<file path="src/rtl/frequency_generator.sv">
// Two-tone FSK transmitter: serializes bytes MSB-first as a square wave,
// one tone per bit, and keeps cumulative per-tone SEND tick counts.
module frequency_generator #(
  parameter int FREQUENCY_1 = 9000,
  parameter int FREQUENCY_2 = 11000,
  parameter int CLOCK       = 50000000,
  parameter int BIT_TICKS   = 50000
) (
  input  logic        clock,
  input  logic        clear_n,
  input  logic        enable,
  input  logic [7:0]  tx_data,
  input  logic        tx_valid,
  output logic        tx_ready,
  output logic        sample_data,
  output logic        busy,
  output logic        done,
  output logic [31:0] f1_value,
  output logic [31:0] f2_value
);

  localparam int HALF1 = CLOCK / (2 * FREQUENCY_1);
  localparam int HALF2 = CLOCK / (2 * FREQUENCY_2);
  localparam int BW    = (BIT_TICKS > 1) ? $clog2(BIT_TICKS) : 1;
  localparam int HW    = (HALF1 > 0) ? $clog2(HALF1 + 1) : 1;

  localparam logic [BW-1:0] BIT_LAST   = BW'(BIT_TICKS - 1);
  localparam logic [HW-1:0] HALF1_LAST = HW'(HALF1 - 1);
  localparam logic [HW-1:0] HALF2_LAST = HW'(HALF2 - 1);

  if (HALF2 < 1) begin : g_bad_half2
    $error("frequency_generator: HALF2 must be at least 1");
  end
  if (HALF1 <= HALF2) begin : g_bad_order
    $error("frequency_generator: HALF1 must exceed HALF2");
  end
  if (BIT_TICKS < 2 * HALF1) begin : g_bad_bit_ticks
    $error("frequency_generator: BIT_TICKS must cover a full FREQUENCY_1 period");
  end

  typedef enum logic [0:0] {
    ST_IDLE = 1'b0,
    ST_SEND = 1'b1
  } state_t;

  state_t          r_state;
  state_t          w_state_nxt;
  logic [7:0]      r_shreg;
  logic [2:0]      r_bit_idx;
  logic [BW-1:0]   r_bit_cnt;
  logic [HW-1:0]   r_half_cnt;
  logic            r_sample;
  logic            r_busy;
  logic            r_done;
  logic            r_tx_ready;
  logic [31:0]     r_f1;
  logic [31:0]     r_f2;

  logic            w_accept;
  logic            w_bit_end;
  logic            w_last_bit;
  logic [HW-1:0]   w_half_last;
  logic            w_half_end;

  function automatic logic [31:0] sat_inc(input logic [31:0] v);
    if (v == 32'hFFFF_FFFF) begin
      sat_inc = v;
    end else begin
      sat_inc = v + 32'd1;
    end
  endfunction

  assign w_accept    = (r_state == ST_IDLE) && tx_valid && r_tx_ready;
  assign w_bit_end   = (r_bit_cnt == BIT_LAST);
  assign w_last_bit  = (r_bit_idx == 3'd0);
  assign w_half_last = r_shreg[7] ? HALF2_LAST : HALF1_LAST;
  assign w_half_end  = (r_half_cnt == w_half_last);

  // State register.
  always_ff @(posedge clock or negedge clear_n) begin
    if (!clear_n) begin
      r_state <= ST_IDLE;
    end else begin
      r_state <= w_state_nxt;
    end
  end

  // Next-state decode: leave SEND on abort or after the final bit period.
  always_comb begin
    w_state_nxt = r_state;
    case (r_state)
      ST_IDLE: begin
        if (w_accept) begin
          w_state_nxt = ST_SEND;
        end else begin
          w_state_nxt = ST_IDLE;
        end
      end
      ST_SEND: begin
        if (!enable) begin
          w_state_nxt = ST_IDLE;
        end else if (w_bit_end && w_last_bit) begin
          w_state_nxt = ST_IDLE;
        end else begin
          w_state_nxt = ST_SEND;
        end
      end
      default: w_state_nxt = ST_IDLE;
    endcase
  end

  // Serializer, tone generator and per-tone tick counters.
  always_ff @(posedge clock or negedge clear_n) begin
    if (!clear_n) begin
      r_shreg    <= 8'd0;
      r_bit_idx  <= 3'd0;
      r_bit_cnt  <= '0;
      r_half_cnt <= '0;
      r_sample   <= 1'b0;
      r_busy     <= 1'b0;
      r_done     <= 1'b0;
      r_tx_ready <= 1'b0;
      r_f1       <= 32'd0;
      r_f2       <= 32'd0;
    end else begin
      r_done     <= 1'b0;
      r_tx_ready <= (w_state_nxt == ST_IDLE) && enable;
      case (r_state)
        ST_IDLE: begin
          if (w_accept) begin
            r_shreg    <= tx_data;
            r_bit_idx  <= 3'd7;
            r_bit_cnt  <= '0;
            r_half_cnt <= '0;
            r_sample   <= 1'b1;
            r_busy     <= 1'b1;
          end else begin
            r_sample   <= 1'b0;
            r_busy     <= 1'b0;
          end
        end
        ST_SEND: begin
          if (!enable) begin
            // Abort: drop the partial byte, keep the ticks already counted.
            r_shreg    <= 8'd0;
            r_bit_idx  <= 3'd0;
            r_bit_cnt  <= '0;
            r_half_cnt <= '0;
            r_sample   <= 1'b0;
            r_busy     <= 1'b0;
          end else begin
            if (r_shreg[7]) begin
              r_f2 <= sat_inc(r_f2);
            end else begin
              r_f1 <= sat_inc(r_f1);
            end
            if (w_bit_end && w_last_bit) begin
              r_shreg    <= 8'd0;
              r_bit_cnt  <= '0;
              r_half_cnt <= '0;
              r_sample   <= 1'b0;
              r_busy     <= 1'b0;
              r_done     <= 1'b1;
            end else if (w_bit_end) begin
              // One toggle at the boundary wins over a coincident half-period toggle.
              r_shreg    <= {r_shreg[6:0], 1'b0};
              r_bit_idx  <= r_bit_idx - 3'd1;
              r_bit_cnt  <= '0;
              r_half_cnt <= '0;
              r_sample   <= ~r_sample;
            end else begin
              r_bit_cnt <= r_bit_cnt + {{(BW-1){1'b0}}, 1'b1};
              if (w_half_end) begin
                r_half_cnt <= '0;
                r_sample   <= ~r_sample;
              end else begin
                r_half_cnt <= r_half_cnt + {{(HW-1){1'b0}}, 1'b1};
              end
            end
          end
        end
        default: begin
          r_sample <= 1'b0;
          r_busy   <= 1'b0;
        end
      endcase
    end
  end

  assign tx_ready    = r_tx_ready;
  assign sample_data = r_sample;
  assign busy        = r_busy;
  assign done        = r_done;
  assign f1_value    = r_f1;
  assign f2_value    = r_f2;

endmodule

</file>
<file path="config.mk">
export PLATFORM = sky130hd
export DESIGN_NAME = frequency_generator
export DESIGN_NICKNAME = d
export VERILOG_FILES = /design/src/rtl/frequency_generator.sv
export SDC_FILE = /design/constraint.sdc
export NUM_CORES = 1
export LEC_CHECK = 0
export CELL_PAD_IN_SITES_DETAIL_PLACEMENT = 2
export CELL_PAD_IN_SITES_GLOBAL_PLACEMENT = 2
export CORE_MARGIN = 5
export CORE_UTILIZATION = 42
export CTS_BUF_LIST = sky130_fd_sc_hd__clkbuf_8
export CTS_CLUSTER_DIAMETER = 200
export CTS_CLUSTER_SIZE = 16
export DETAILED_ROUTE_END_ITERATION = 16
export DONT_BUFFER_PORTS = 1
export GPL_TIMING_DRIVEN = 0
export PLACE_DENSITY = 0.79
export SETUP_SLACK_MARGIN = 0.02
export SLEW_MARGIN = 30
export SYNTH_ARGS = -nofsm -noshare
export SYNTH_HDL_FRONTEND = slang
export SYNTH_SLANG_ARGS = --single-unit
</file>
<file path="constraint.sdc">
create_clock -name clock -period 2.7 [get_ports clock]
set_input_delay 0.54 -clock clock [delete_from_list [all_inputs] [get_ports clock]]
set_output_delay 0.54 -clock clock [all_outputs]
set_load 0.01 [all_outputs]
</file>
; ---- Word level (Yosys, flattened, before mapping)
; Cells that the tools add are included.
[totals]
regBits = 108
wordCells = 78
inputBits = 12
[op_classes]
n_reduce_logical = 9
bitwise_logic = 6
muxes = 37
add_sub_neg = 5
n_eq_ne = 10
[ops]
columns = cell, count
row1 = $add A32 B1 Y32 const B, 2
row2 = $eq A32 B32 Y1 const B, 2
row3 = $mux W16, 4
row4 = $mux W12, 5
row5 = $mux W8, 4
row6 = $pmux W16 S2, 1
row7 = $pmux W12 S2, 1
row8 = $add A16 B1 Y16 const B, 1
row9 = $eq A16 B16 Y1 const B, 1
row10 = $pmux W8 S2, 1
row11 = $add A12 B1 Y12 const B, 1
row12 = $eq A12 B12 Y1, 1
row13 = $mux W1, 12
row14 = $mux W3, 4
row15 = $mux W10, 1
row16 = $reduce_and A4 Y1, 2
row17 = $ne A3 B2 Y1 const B, 2
row18 = $not A1 Y1, 6
row19 = $pmux W1 S2, 3
row20 = $pmux W3 S2, 1
row21 = $ne A5 B2 Y1 const B, 1
row22 = $logic_and A1 B1 Y1, 4
row23 = $ne A4 B2 Y1 const B, 1
row24 = $logic_not A3 Y1, 1
row25 = 5 further kinds, 5

; ---- Longest topological paths before layout
[logic_depth]
word_depth = 7
ltp_mapped = 8

; ---- Least setup slack after synthesis
; Ideal clock, no wire load.
[synth_timing]
path_kind = flip-flop to flip-flop
start = register r_f1[0] (netlist: f1_value[0])
end = register r_f1[10] (netlist: f1_value[10])
stages_incl_launch_ff = 9
synth_period_minus_slack_ns = 2.011
arrival_ns = 1.931
path_slack_ns = 0.689
path_cell_list = dfrtp_1 > ha_1 > nand4_2 > or2_1 > o41a_1 > buf_6 > buf_8 > nand4_1 > xnor2_1
[synth_between]
elab_chain_len = 3
word_cells_on_any_way = 4
classes_between = add/sub: 1 / eq/ne: 1 / bitwise: 1 / reduce/logical: 1
[synth_lines]
columns = element, line
row1 = from (decl), 56  ; logic [31:0] r_f1;
row2 = from (signal assigned), 155  ; r_f1 <= sat_inc(r_f1);
row3 = "parallel branches: the longest is 3 deep, another holds $add A32 B1 Y32", -
; Several ways; the timed one is not identified.
; A chain may end at the register's enable or synchronous reset.

; ---- Worst setup path in the final report
[layout_timing]
start = register r_f2[1] (netlist: f2_value[1])
end = register r_f2[3] (netlist: f2_value[3])
[layout_between]
elab_chain_len = 3
word_cells_on_any_way = 4
classes_between = add/sub: 1 / eq/ne: 1 / bitwise: 1 / reduce/logical: 1
[layout_lines]
columns = element, line
row1 = from (decl), 57  ; logic [31:0] r_f2;
row2 = from (signal assigned), 153  ; r_f2 <= sat_inc(r_f2);
row3 = "parallel branches: the longest is 3 deep, another holds $add A32 B1 Y32", -
; Several ways; the timed one is not identified.

==> metrics.md <==
| Metric | Value |
|---|---|
| Post-Syn Area | between 5000 and 6000 sq um |
| Post-cts sizing count | 0 |
| First-pass GRT wire length | 23.6 mm |
| Vias per inst | roughly 5.7 |
| Routed len/inst | roughly 20 microns |
| Synth Area in Simple Gates | 24.7% |
| Cts bufs inserted | 9 |
| N_diodes | 0 |
| Net Count, Synth | between 500 and 600 |
| Hold crit path type | in -> async |
| Peak VDD IR | approximately 0.25 mV |
| Worst hold slack | -0.168 ns |
| Mux cell area share after synthesis | less than 1% |
| Final GP Congestion | 0.797 |
| Layout cells sized above 1 | 6.04% |
| Cell Chain, Critical Path | ha_1 -> nand3_1 -> nor4_1 -> a31oi_1 -> buf_2 -> nand4_1 -> xnor2_1 |
| Worst-path maximum fanout | 10 |
| Clk Latency, worst-skew pair | 0.39 ns |
| Final hold violations | approximately 110 |
| Post-synthesis sequential area ratio | between 50% and 60% |
| Die height | 122 microns |
| Maximum clock frequency | approximately 430 MHz |
| Row count | between 40 and 50 |
| Worst Path Required | about 3.0 ns |
| Status | finished with violations |
| Synth Area in Adders | around 1.4% |
| Core area | between 10000 and 15000 sq um |
| Fin cells | between 700 and 800 |
| Initial antenna violation count | 2 |
| Mapped Cells | 530 |
| RSZ-0062 raised after global routing | no |
| Ports | 80 |
| Xor and xnor area share after synthesis | 12.1% |
| Startpoint types | flop |
| CTS H-tree lvls | 3 |
| Final antenna-violating net count | 0 |
| Setup tns final | 0 ns |
| Post-synth EDFFs | 0 |
| Final #Nets | between 500 and 600 |
| Worst slew pin tran | 0.784 ns |
| CTS root buffer | clkbuf_8 |
| Crit path capture type | flop |
| Largest net degree at the start of global routing | about 110 |
| Slowest stage delay, CP | 0.53 ns |
| Residual DRC count | 0 |
| Leakage | 2.40 nW |
| Avg Cell Area, Syn | between 9 and 10 sq um |
| Post-synthesis async set-or-reset flop share | 100% |
| Die width | 122 microns |
| Slowest CP cell | nor4_1 |
| Final setup violating endpoints | 0 |
| Main flop type after synthesis | dfrtp_1 |
| Final Cycle Share | between 80 and 90% |
| Reg clk slew, reported paths | between 0.1 and 0.15 ns |
| Post-CTS setup buffer count | 0 |
| Max Cap Violations | 0 |
| Max Slew Vio Count | 0 |
| IO Port Bufs | 0 |
| Compound-Gate Fraction of Synth Area | under 10% |
| Min Tclk post-route | between 2 and 2.5 ns |
| DR pass1 iterations | 4 |
| Area Overhead vs Synth | 8.24% |
| Placed instance count | around 700 |
| Longest Clk Path Bufs | 2 |
| Vias in the first global route | 4500 |
| Power Density | 599 nW/um^2 |
| Num Clock Sinks | between 100 and 150 |
| Routed WL | between 10 and 15 mm |
| Worst Skew | between 0.01 and 0.015 ns |
| Fill cells | roughly 1400 |
| Main combinational cell family by area after synthesis | simple AND/OR/NAND/NOR gates |
| GRT Residual Overflow | 0 |
| Slew Limit Headroom | 47.4% |
| Post-synthesis register bit count | ~110 |
| DP Wirelength | around 10 mm |
| YS warnings | 0 |
| DRT iter0 DRCs | roughly 180 |
| Total Routing Usage GR | about a fifth |
| Die area | about 15000 sq um |
| Vias | approximately 4000 |
| Distinct cells, synth | 51 |
| Initial Util | around 42% |
| CP Data Arrival Time | 2.65 ns |
| TritonCTS clock tree | done |
| Critical path class | reg -> reg |
| Failing checks | negative hold slack |
[sequential cells by signal, indices dropped and copies added, names as in the netlist]
register and cells:
f1_value 32, f2_value 32, r_bit_cnt 16, r_half_cnt 12, r_shreg 8, r_bit_idx 3, busy 1, done 1
r_state 1, sample_data 1, tx_ready 1
[synth_stat cells, types with 6 or more instances]
cell | count | area (sq um)
nand3_1 | 40 | 200
inv_1 | 15 | 56.3
ha_1 | 6 | 75.1
dfrtp_1 | 108 | 2700
and3_1 | 15 | 93.8
nor3_1 | 17 | 85.1
xnor2_1 | 60 | 526
nor4_1 | 8 | 50.1
nor2b_1 | 7 | 43.8
nor2_1 | 43 | 161
nand2_1 | 44 | 165
clkbuf_1 | 6 | 22.5
xor2_1 | 13 | 114
o21ai_0 | 27 | 135
and4_1 | 7 | 61.3
a21oi_1 | 22 | 110
nand4_1 | 36 | 225
[report_power, final]
group / leakage, nW / total (mW) / switching [mW] / internal [mW]
Clock: 0.112 / 1.09 / 0.563 / 0.530
Sequential: 1.46 / 1.94 / 0.191 / 1.75
Combinational: 0.827 / 0.405 / 0.238 / 0.167
[critical path: cells and delay by family (launching register included)]
family | cells | cell delay, ns
buffers and inverters | 1 | 0.27
flip-flops | 1 | 0.49
AND/OR/NAND/NOR | 3 | 0.82
AO/OA/AOI/OAI | 1 | 0.28
XOR/XNOR | 1 | 0.15
adder cells (fa/ha/maj) | 1 | 0.25
[kinds of logic (layout without fill, tap and decap cells)]
family | Yosys count | after routing
fa+ha+maj | 6 | 6
simple gates | 244 | 244
xor+xnor | 73 | 73
buf+inv | 28 | 44
compound gates | 67 | 67
flops | 108 | 108
mux | 4 | 4
[through the flow]
step	worst slack, ns	utilization [%]	area [sq um]	hold WS (ns)	power, mW
finish	0.357	45.8	5740	-0.168	3.44
global route	0.121	45.8	5740	-0.192	3.62
CTS	0.318	45.8	5740	-0.182	3.48
detailed placement	0.355	44.1	5510	0.247	2.38
global placement	0.389	44.1	5510	0.247	2.33
floorplan	0.689	-	5300	0.244	2.22
[routing by layer]
layer	vias to the layer above	GRT usage, %	routed length, microns
li1	1908	-	-
met1	2107	25.0	6280
met2	71	33.1	7120
met3	23	5.02	655
met4	4	7.63	277
met5	-	0	24
[path summary, 6_finish.rpt]
check / from / endpoint / slack [ns] / cells past startpoint
min reg2reg: r_bit_cnt[14] / r_bit_cnt[14] / 0.53 / 1
max in group asynchronous: clear_n / f2_value[23] / 2.74 / 0
max reg2reg: f2_value[1] / f2_value[3] / 0.36 / 7
min in group clock: enable / tx_ready / 0.25 / 2
min: clear_n / f1_value[0] / -0.17 / 0
max: f2_value[1] / f2_value[3] / 0.36 / 7
[layout by cell type (no fill, tap or decap), drive strengths merged, types with 2 or more instances in the layout]
cell,netlist,final
clkbuf,6,19
o21ai,27,27
a2bb2oi,3,3
dfrtp,108,108
inv,15,15
ha,6,6
nand2b,3,3
or3,4,4
buf,7,7
nand4,38,38
nor2,44,44
and3,15,15
nor4bb,2,2
nor4b,2,2
a22o,2,2
and4,7,7
a21oi,22,22
xnor2,60,60
nor3,17,17
xor2,13,13
nor4,9,9
and2,3,3
nor2b,7,7
a211oi,2,2
or2,4,4
a21o,2,2
mux2,3,3
nand2,44,44
nand3,40,40
[area by class of cell]
| class | instances | area (sq um) | area share, % |
|---|---|---|---|
| buffer | 13 | 80.1 | 1.40 |
| multi-input combinational | 394 | 2460 | 42.9 |
| tap | 172 | 215 | 3.75 |
| inverter | 15 | 56.3 | 0.982 |
| sequential | 108 | 2700 | 47.1 |
| clock buffer | 13 | 179 | 3.12 |
| clock inverter | 3 | 42.5 | 0.742 |
No activity file was read; power rests on OpenSTA's default activity.
